### src/rtl/ra_stack_spec.sv
// Speculative circular return-address stack for the fetch predictor.
// Per-branch checkpoints feed back through restore to undo wrong-path updates.
module ra_stack_spec #(
  parameter int ADDR     = 32,
  parameter int RA_DEPTH = 8,
  parameter int INCR     = 4,
  parameter int PTRW     = $clog2(RA_DEPTH),
  parameter int CNTW     = $clog2(RA_DEPTH + 1)
) (
  input  logic            clk,
  input  logic            reset,
  input  logic            push_v,
  input  logic [ADDR-1:0] push_pc,
  input  logic            pop_v,
  output logic            ret_v,
  output logic [ADDR-1:0] ret_addr,
  output logic [PTRW-1:0] ckpt_ptr,
  output logic [CNTW-1:0] ckpt_cnt,
  output logic [ADDR-1:0] ckpt_top,
  input  logic            restore_v,
  input  logic [PTRW-1:0] restore_ptr,
  input  logic [CNTW-1:0] restore_cnt,
  input  logic [ADDR-1:0] restore_top,
  output logic            ovf,
  output logic            udf
);

  logic [ADDR-1:0] mem_q [RA_DEPTH];
  logic [PTRW-1:0] tos_q, tos_d;
  logic [CNTW-1:0] cnt_q, cnt_d;
  logic            ovf_q, ovf_d;
  logic            udf_q, udf_d;
  logic            wr_en;
  logic [PTRW-1:0] wr_idx;
  logic [ADDR-1:0] ret_pc;
  logic            empty, full;

  assign ret_pc = push_pc + ADDR'(INCR);
  assign empty  = (cnt_q == '0);
  assign full   = (cnt_q == CNTW'(RA_DEPTH));

  always_comb begin
    tos_d  = tos_q;
    cnt_d  = cnt_q;
    ovf_d  = 1'b0;
    udf_d  = 1'b0;
    wr_en  = 1'b0;
    wr_idx = tos_q;
    if (push_v && (!pop_v || empty)) begin
      // Wrapping onto the oldest slot is what evicts it when full.
      tos_d  = tos_q + PTRW'(1);
      cnt_d  = full ? cnt_q : cnt_q + CNTW'(1);
      ovf_d  = full;
      wr_en  = 1'b1;
      wr_idx = tos_q + PTRW'(1);
    end else if (push_v && pop_v) begin
      wr_en  = 1'b1;
    end else if (pop_v) begin
      if (empty) begin
        udf_d = 1'b1;
      end else begin
        tos_d = tos_q - PTRW'(1);
        cnt_d = cnt_q - CNTW'(1);
      end
    end
  end

  assign ckpt_ptr = tos_d;
  assign ckpt_cnt = cnt_d;

  always_comb begin
    ckpt_top = '0;
    if (cnt_d != '0) begin
      ckpt_top = wr_en ? ret_pc : mem_q[tos_d];
    end
  end

  assign ret_v    = !empty;
  assign ret_addr = ret_v ? mem_q[tos_q] : '0;
  assign ovf      = ovf_q;
  assign udf      = udf_q;

  always_ff @(posedge clk) begin
    if (reset) begin
      tos_q <= '0;
      cnt_q <= '0;
      ovf_q <= 1'b0;
      udf_q <= 1'b0;
    end else if (restore_v) begin
      tos_q <= restore_ptr;
      cnt_q <= restore_cnt;
      ovf_q <= 1'b0;
      udf_q <= 1'b0;
    end else begin
      tos_q <= tos_d;
      cnt_q <= cnt_d;
      ovf_q <= ovf_d;
      udf_q <= udf_d;
    end
  end

  // Entries are never cleared; cnt alone decides what is visible.
  always_ff @(posedge clk) begin
    if (!reset) begin
      if (restore_v) begin
        mem_q[restore_ptr] <= restore_top;
      end else if (wr_en) begin
        mem_q[wr_idx] <= ret_pc;
      end
    end
  end

endmodule

### config.mk
export PLATFORM = sky130hd
export DESIGN_NAME = ra_stack_spec
export DESIGN_NICKNAME = d
export VERILOG_FILES = /design/src/rtl/ra_stack_spec.sv
export SDC_FILE = /design/constraint.sdc
export NUM_CORES = 1
export LEC_CHECK = 0
export ABC_AREA = 1
export ABC_CLOCK_PERIOD_IN_PS = 4900
export CAP_MARGIN = 5
export CORE_MARGIN = 2
export CORE_UTILIZATION = 45
export DETAILED_ROUTE_END_ITERATION = 16
export HOLD_SLACK_MARGIN = 0.15
export PLACE_DENSITY = 0.71
export SKIP_CTS_REPAIR_TIMING = 1
export SLEW_MARGIN = 10
export SYNTH_ARGS = -nofsm -noshare
export SYNTH_HDL_FRONTEND = slang
export SYNTH_SLANG_ARGS = --single-unit
### constraint.sdc
create_clock -name clk -period 4.9 [get_ports clk]
set_input_delay 0.735 -clock clk [delete_from_list [all_inputs] [get_ports clk]]
set_output_delay 0.735 -clock clk [all_outputs]
set_load 0.03 [all_outputs]
==> impl_metrics.toml <==
[finish]
postLayoutCoreUtil_pct = 54.36
final_nets = 1972
syn_to_final_growth_pct = 18.90
layout-drive-gt1-share_pct = 8.102
fill_cells = 2945

[cts]
cts.sinks = 265
clock_latency_ns = 0.57
cts_tree = "done"
cts_buffers = 29
htree_levels = 1
cts_root_buf = "clkbuf_16"
clk_pin_slew_ns = 0.06
cts.path.max_buffers = 3

[timing]
setup_tns_ns = 0
fmax_mhz = 221.8
drv_slew = 0
finalCritPeriodShare_pct = 92.01
hold_viol = 0
final-setup-viol-count = 0
worstMarginPinSlew_ns = 0.8996
skew_ns = 0.01743
relSlewSlack_pct = 39.94
fin_crit_ns = 4.508
rsz0062_at_grt = "false"

[hold_path]
hp-class = "flop to flop"

[route]
drt_iter0_markers = 2009
num_vias = 14374
remaining_drc_errors = 0
wl_per_cell_um = 22.28
dr.pass1.iters = 6
wirelength_um = 52490
ant_nets = 0
viasPerCell = 6.101

[floorplan]
rows = 66
dieWidth_um = 185.8
die_y_um = 185.8
initial_core_util_pct = 45.72
io_pins = 150
die_area_mm2 = 0.03452
coreArea_mm2 = 0.03254

[global_routing]
grt_usage_pct = 29.96
first_global_vias = 13573
grt_pass1_wl_um = 78160
antenna_found_initial = 1
grt_overflow = 0
grt_max_degree = 131

[power_and_ir_drop]
report.power.total_uw = 6740
leakage_uw = 0.006800
ir_drop_v = 0.0002711
powerDensity_mw_per_mm2 = 381.1

[synth]
ys_async_sr_fraction_pct = 0
synthCells = 1794
synthTopCellsByCount = "nand3_1, nand2_1, nor2_1, edfxtp_1, o21ai_0"
synth.area.top_cells = "edfxtp_1, nand3_1, nand2_1, nor2_1, o21ai_0"
yosysTopAreaCell = "edfxtp_1"
syn_area_per_cell_um2 = 8.291
synth_cell_type_count = 35
synth-edff-count = 256
yosysWarnings = 0
synthesis.nets = 1875
ys_seq_area_share_pct = 52.89
syn_area_mm2 = 0.01487
synth_flop_cell = "edfxtp_1"
synth.most_common_cell = "nand3_1"
yosysTopAreaCellShare_pct = 51.68
synth_seq_cells = 265

[setup_path]
cp_slowest_cell = "inv_2"
cpPeakStageDelay_ns = 0.65
path_max_fanout = 36
cp_data_required_time_ns = 4.16
critPathTopFamily = "simple AND/OR/NAND/NOR gates"
cp_cell_sequence = "inv_1 -> ha_1 -> nand2_4 -> nand2_4 -> nand2_4 -> nand2_2 -> nand2_4 -> nand2_4 -> inv_2 -> nand2_1 -> nand3_1 -> nand3_1 -> nand3_1 -> nand2_1 -> inv_1 -> buf_4"
crit_type = "flop to output port"
cp.buffers_inverters = 4
start_kind = "flop"
crit_top_cell = "nand2_4"
cp-end-kind = "output port"
crit_arrival_ns = 3.77

[placement]
hpwl_um = 31040
port-buffer-count = 149
routabilityCongestion = 0.9520

[flow_run]
max_cap_violations = 0

[run_status]
status = "finished, final reports clean"
report_power, final:
group          internal, µW  switching (µW)
combinational           621            1360
sequential             2560            34.2
clock                  1240             919
total                  4430            2310
placed cells by master (no fill, tap or decap), types with 2 or more instances in the layout:
cell type	netlist	final
clkdlybuf4s50_1	0	114
xnor2_1	8	8
bufinv_16	0	3
a21oi_1	20	20
clkinv_1	1	11
dfxtp_1	9	7
or2_2	5	5
a21o_1	3	3
nor2_1	274	266
ha_1	5	5
edfxtp_1	256	256
a31oi_1	33	33
inv_2	4	6
clkinv_2	0	4
inv_1	83	80
xor2_1	8	8
nor3_1	14	13
nand4_1	5	5
clkinv_4	0	2
buf_4	14	70
nand2_2	3	4
clkbuf_1	69	4
o21ai_0	181	181
nor3b_1	3	3
nand2_4	5	6
o211ai_1	2	2
o22ai_1	32	32
nor2_4	2	10
clkbuf_16	0	29
nand2_1	344	342
buf_12	0	8
nand3_1	361	361
nor4_1	2	2
through the flow:
stage | worst slack (ns) | std cells | instance area (µm²) | hold slack [ns]
after global placement | 0.5762 | 2301 | 16730 | 0.7250
after global routing | 0.1996 | 2356 | 17690 | 0.8093
after detailed placement | 0.6130 | 2301 | 16730 | 0.7364
after floorplan | 1.062 | 1794 | 14870 | 0.6270
after CTS | 0.2871 | 2354 | 17660 | 0.7563
final | 0.3916 | 2356 | 17690 | 0.7623
sequential cells by signal, indices dropped and copies added, names as in the netlist:
name   cells
tos_q      3
ovf        1
mem_q    256
udf        1
cnt_q      4
routing by layer:
layer,up-vias,global-route usage (%),share of wire (%)
met5,-,0,0
met4,0,13.01,4.5
met3,178,4.794,13
met2,1135,46.57,45
met1,6647,41.58,38
li1,6414,-,-
cells by family after synthesis:
kind of cell,Yosys count,synth area share (%)
AOI/OAI and AO/OA,272,9.783
xor gates and xnor gates,17,1.052
adders and majority gates,5,0.4206
buffers and inverters,214,6.124
DFF,265,52.89
and+or+nand+nor,1021,29.73
worst reg2reg max path, cell delays in order, from the launching register on:
cell	delay, ns
dfxtp_1	0.34
inv_1	0.15
ha_1	0.27
nand2_4	0.38
nand2_4	0.23
nand2_4	0.13
nand2_1	0.12
nand2_1	0.06
o21ai_0	0.42
nand2_1	0.25
nor2_4	0.17
buf_4	0.35
area by class of cell:
class                   instances  area (µm²)  share of cell area [%]
well taps                     442       553.0                   3.127
multi-input cells            1315        6171                   34.89
inverters                      88       331.6                   1.875
repair buffers                192        1827                   10.33
clock inverters                20       187.7                   1.061
flip-flops and latches        265        7873                   44.51
diodes                          1       2.502                 0.01415
clock buffers                  33       740.7                   4.188
path summary, 6_finish.rpt:
check	start	end	depth (start not counted)	slack (ns)
worst max-delay path	cnt_q[0]	ckpt_top[24]	16	0.39
worst min-delay path	cnt_q[1]	cnt_q[1]	4	0.76
worst max register to register	cnt_q[0]	mem_q[0][0]	11	1.68
worst min register to register	cnt_q[1]	cnt_q[1]	4	0.76
Note: power is estimated with default switching activity, not from simulation.
